**src/rtl/alu_pipe.sv**
```systemverilog
// Two-stage pipelined ALU with status flags, a running accumulator operand and
// valid/ready handshakes. S1 registers the command; S2 computes and registers the result.
module alu_pipe #(
    parameter int WIDTH = 32
) (
    input  logic             clk,
    input  logic             reset,
    input  logic             in_valid,
    output logic             in_ready,
    input  logic [2:0]       op_code,
    input  logic             acc_sel,
    input  logic [WIDTH-1:0] a,
    input  logic [WIDTH-1:0] b,
    output logic             out_valid,
    input  logic             out_ready,
    output logic [WIDTH-1:0] y,
    output logic             flag_z,
    output logic             flag_n,
    output logic             flag_c,
    output logic             flag_v
);
    localparam int MSB = WIDTH - 1;

    typedef struct packed {
        logic [2:0]       op;
        logic             acc_sel;
        logic [WIDTH-1:0] a;
        logic [WIDTH-1:0] b;
    } cmd_t;

    cmd_t             s1;
    logic [2:1]       vld_pipe;   // [1] = S1 holds a command, [2] = S2 holds a result
    logic [WIDTH-1:0] acc;
    logic             s1_adv, s2_adv;

    logic [WIDTH-1:0] eff_a, opnd, res;
    logic [WIDTH:0]   sum, dif;
    logic             res_c, res_v;

    assign s2_adv    = !vld_pipe[2] || out_ready;
    assign s1_adv    = !vld_pipe[1] || s2_adv;
    assign in_ready  = s1_adv;
    assign out_valid = vld_pipe[2];

    // inc/dec share the add/sub datapath with a constant-one second operand
    always_comb begin
        eff_a = s1.acc_sel ? acc : s1.a;
        opnd  = (s1.op == 3'b101 || s1.op == 3'b110) ? WIDTH'(1) : s1.b;
        sum   = {1'b0, eff_a} + {1'b0, opnd};
        dif   = {1'b0, eff_a} - {1'b0, opnd};
        res   = eff_a;
        res_c = 1'b0;
        res_v = 1'b0;
        unique case (s1.op)
            3'b000: res = eff_a;
            3'b001, 3'b101: begin
                res   = sum[WIDTH-1:0];
                res_c = sum[WIDTH];
                res_v = (eff_a[MSB] == opnd[MSB]) && (sum[MSB] != eff_a[MSB]);
            end
            3'b010, 3'b110: begin
                res   = dif[WIDTH-1:0];
                res_c = dif[WIDTH];
                res_v = (eff_a[MSB] != opnd[MSB]) && (dif[MSB] != eff_a[MSB]);
            end
            3'b011: res = eff_a & s1.b;
            3'b100: res = eff_a | s1.b;
            3'b111: res = s1.b;
        endcase
    end

    always_ff @(posedge clk or posedge reset) begin
        if (reset) begin
            vld_pipe <= '0;
            s1       <= '0;
            acc      <= '0;
            y        <= '0;
            flag_z   <= 1'b0;
            flag_n   <= 1'b0;
            flag_c   <= 1'b0;
            flag_v   <= 1'b0;
        end else begin
            if (s1_adv) begin
                vld_pipe[1] <= in_valid;
                if (in_valid)
                    s1 <= '{op: op_code, acc_sel: acc_sel, a: a, b: b};
            end
            if (s2_adv) begin
                vld_pipe[2] <= vld_pipe[1];
                if (vld_pipe[1]) begin
                    y      <= res;
                    acc    <= res;
                    flag_z <= (res == '0);
                    flag_n <= res[MSB];
                    flag_c <= res_c;
                    flag_v <= res_v;
                end
            end
        end
    end
endmodule
```
**config.mk**
```make
export PLATFORM = sky130hd
export DESIGN_NAME = alu_pipe
export DESIGN_NICKNAME = d
export VERILOG_FILES = /design/src/rtl/alu_pipe.sv
export SDC_FILE = /design/constraint.sdc
export NUM_CORES = 1
export LEC_CHECK = 0
export ABC_AREA = 1
export CORE_ASPECT_RATIO = 0.5
export CORE_MARGIN = 5
export CORE_UTILIZATION = 45
export CTS_CLUSTER_DIAMETER = 150
export DETAILED_ROUTE_END_ITERATION = 16
export PLACE_DENSITY = 0.68
export SYNTH_ARGS = -nofsm -noshare
export SYNTH_HDL_FRONTEND = slang
export SYNTH_SLANG_ARGS = --single-unit
```
**constraint.sdc**
```tcl
create_clock -name clk -period 5.05 [get_ports clk]
set_clock_uncertainty 0.1 [all_clocks]
set_input_delay 0.505 -clock clk [delete_from_list [all_inputs] [get_ports clk]]
set_output_delay 0.505 -clock clk [all_outputs]
set_load 0.03 [all_outputs]
```
==> key figures <==
Status
  – Status: finished, final reports clean

Drt
  – DRT iter0 DRCs: 1364
  – Routed WL per cell: 18.7 um
  – Via/cell ratio: 5.38
  – Antenna Nets Post-Route: 0
  – Routed Wire Length: 41900 um
  – DR pass1 iterations: 7
  – Vias: 12028
  – Drt drc: 0

Yosys
  – Most common cell in the netlist: nand2_1
  – Post-synth top area cell: dfrtp_1
  – Synth cell count leaders: nand2_1 (552), inv_1 (313), nor2_1 (186)
  – Sequential-to-total area share from yosys stat: 23.8%
  – Area contributors post-synth: dfrtp_1 (24%), nand2_1 (19%), inv_1 (11%)
  – Number of synthesized flops with an enable pin: 0
  – Yosys cell types: 41
  – Ys flop type: dfrtp_1
  – Synth warn: 0
  – Syn Inst Count: 1829
  – Mean area per synthesized cell: 6.03 um2
  – Fraction of registers with async set/reset: 100%
  – FF+latch count, synth: 105
  – Share of the synthesized area in the top cell type: 23.8%
  – Post-Syn Area: 0.0110 mm2
  – Syn_nets: 1973

Placed design
  – Post-place setup slack: 0.839 ns
  – Gp weighted congestion: 1.04
  – DP HPWL: 34200 um
  – I/O Buffers: 109

Power
  – Sw frac: 59.1%
  – Share of power burned in registers: 16.1%
  – Switch Pwr: 4.50 mW
  – Clock share of power: 9.4%
  – Cell internal pwr: 3.11 mW
  – Maximum vdd drop: 308 uV
  – P per Cell Area: 606 mW/mm2
  – Pleak: 6.71 nW
  – Gate power share: 74.5%

Global routing
  – Initial antenna violation count: 2
  – First-pass GRT wire length: 62700 um
  – Number of global-route vias before repair: 10804
  – Total Routing Usage GR: 29.3%
  – Largest net degree at the start of global routing: 104
  – Total gr overflow: 0

Floorplan
  – Site Rows: 40
  – Core area: 0.0241 mm2
  – Initial core utilization: 45.8%
  – IO Pins: 110
  – Die Height: 121 um
  – Chip Width: 231 um
  – DIE AREA: 0.0279 mm2

Clock tree
  – Worst-Skew Late Latency: 0.36 ns
  – CTS tree: built
  – Post-CTS setup buffers: 0
  – Clk slew on worst S/H paths: 0.08 ns
  – Hold_buf cts: 0
  – Htree depth: 3
  – Clock buffer depth: 2
  – Num CTS Buffers: 9
  – Post-CTS sizing: 0
  – # clock sinks: 105
  – CTS root buf: clkbuf_16

Layout
  – Fin nets: 2040
  – Fill count: 2489
  – Layout cells sized above 1: 6.31%
  – Area grow syn2layout: 14.0%
  – Ant diodes: 0

Critical path
  – Crit Path Category: reg -> reg
  – Reg2reg setup slack: 0.62 ns
  – CP max FO: 19
  – Startpoint types: register
  – Top delay family on crit path: simple AND/OR/NAND/NOR gates
  – Crit path required time: 5.24 ns
  – Max stage delay on crit path: 0.51 ns
  – Critical path's most frequent cell: nand2_1
  – Crit-path cells: inv_1 > ha_1 > o21ai_0 > inv_1 > buf_4 > nor2_1 > inv_1 > ha_1 > nand2_1 > inv_1 > nand2_1 > nor3_2 > nand2_1 > nand2_1 > nand2_1 > nand3_1 > nand3_1 > nand2_1 > nand2_1 > nor2_1 > nand2_1 > nor2_1 > nand3_1 > o21bai_2
  – Worst EP arrival: 4.62 ns
  – CP endpoint kind: register
  – CP max stage cell: ha_1
  – Crit path buf inv count: 5

Timing
  – Final setup vio count: 0
  – Setup TNS: 0 ns
  – Fin. Hold Viols: 0
  – Fin crit period: 4.43 ns
  – Period utilization: 87.7%
  – RSZ-0062 raised after global routing: no
  – Slew at the pin closest to its max-slew limit: 1.18 ns
  – Hold WS: 0.403 ns
  – Slew HR: 21.4%
  – Maximum clock frequency: 226 MHz
  – Final setup margin: 0.621 ns
  – Fin. max-slew vios: 0

Flow run
  – Maximum Capacitance Violations: 0

Worst hold path
  – Hold Crit Class: reg -> reg
==> layer usage <==
metal | global-route usage, % | vias to the layer above | routed length (um)
li1 | - | 5838 | -
met1 | 44.9 | 5547 | 20100
met2 | 36.9 | 596 | 14800
met3 | 14.0 | 43 | 6530
met4 | 4.12 | 4 | 454
met5 | 0 | - | 15
==> state kept, by name, summed over array words and instances, names as in the netlist <==
name / cells
flag_c: 1
flag_v: 1
flag_z: 1
flag_n: 1
acc: 31
vld_pipe: 2
s1: 68
==> metrics by stage <==
stage          power, mW  instances  util (%)  area, um2
2_1_floorplan       4.92       1829         -      11000
3_3_place_gp        6.64       2221      51.0      12300
3_5_place_dp        6.64       2221      51.0      12300
4_1_cts             7.38       2237      52.2      12600
5_1_grt             8.16       2237      52.2      12600
6_report            7.61       2237      52.2      12600
==> layout make-up <==
| cell class | instances | area (um2) | share of cell area (%) |
|---|---|---|---|
| clock buffers | 10 | 239 | 1.90 |
| clock inverters | 6 | 55.1 | 0.438 |
| inverters | 325 | 1220 | 9.75 |
| multi-input cells | 1330 | 6780 | 54.0 |
| flip-flops and latches | 105 | 2630 | 20.9 |
| well taps | 336 | 420 | 3.35 |
| repair buffers | 125 | 1210 | 9.64 |
==> power by group through the flow <==
stage	Clock, mW	Sequential, mW	Combinational, mW
after floorplan	0	1.44	3.48
after global placement	0	1.23	5.41
after detailed placement	0	1.23	5.41
after CTS	0.723	1.22	5.44
after global routing	0.749	1.25	6.16
final	0.718	1.22	5.67
==> worst register-to-register path: stages (launching register included) <==
cell	delay, ns
dfrtp_1	0.41
inv_1	0.10
ha_1	0.21
o21ai_0	0.31
inv_1	0.10
buf_4	0.24
nor2_1	0.23
inv_1	0.07
ha_1	0.51
nand2_1	0.16
inv_1	0.10
nand2_1	0.14
nor3_2	0.24
nand2_1	0.10
nand2_1	0.16
nand2_1	0.07
nand3_1	0.10
nand3_1	0.28
nand2_1	0.18
nand2_1	0.07
nor2_1	0.09
nand2_1	0.07
nor2_1	0.11
nand3_1	0.10
o21bai_2	0.12
==> cells by family after synthesis <==
| kind of cell | count (synthesis) | share of synthesized area (%) |
|---|---|---|
| simple gates | 995 | 37.9 |
| buf+inv | 394 | 14.7 |
| compound gates | 228 | 11.6 |
| flops | 105 | 23.8 |
| fa+ha+maj | 72 | 8.31 |
| mux | 34 | 3.47 |
| xor+xnor | 1 | 0.0795 |
==> layout by cell type (no fill, tap or decap), types with 3 or more instances in the layout <==
master / synthesis / layout
a211oi_1: 9 / 9
a21oi_1: 111 / 111
a22oi_1: 3 / 3
buf_4: 12 / 16
clkbuf_16: 0 / 9
clkdlybuf4s50_1: 0 / 109
dfrtp_1: 105 / 105
ha_1: 70 / 69
inv_1: 313 / 312
inv_2: 10 / 10
inv_6: 0 / 3
mux2_2: 34 / 34
nand2_1: 552 / 551
nand2_2: 9 / 9
nand3_1: 168 / 168
nand3_2: 3 / 3
nand4_1: 26 / 26
nor2_1: 186 / 185
nor2_2: 6 / 7
nor3_1: 19 / 19
nor3_2: 4 / 4
o21a_1: 8 / 8
o21a_2: 5 / 5
o21ai_0: 64 / 64
o21ai_1: 3 / 3
o21ai_2: 6 / 6
o21bai_1: 13 / 13
or2_1: 16 / 16
==> worst paths after layout <==
path | from | end | cells past startpoint
worst min register to register | vld_pipe[1] | vld_pipe[2] | 2
worst max register to register | s1[65] | flag_z | 24
min in group asynchronous | reset | s1[54] | 2
worst max-delay path | s1[65] | flag_z | 24
max in group asynchronous | reset | s1[3] | 3
worst min-delay path | vld_pipe[1] | vld_pipe[2] | 2
Power figures use the tool's default switching activity.
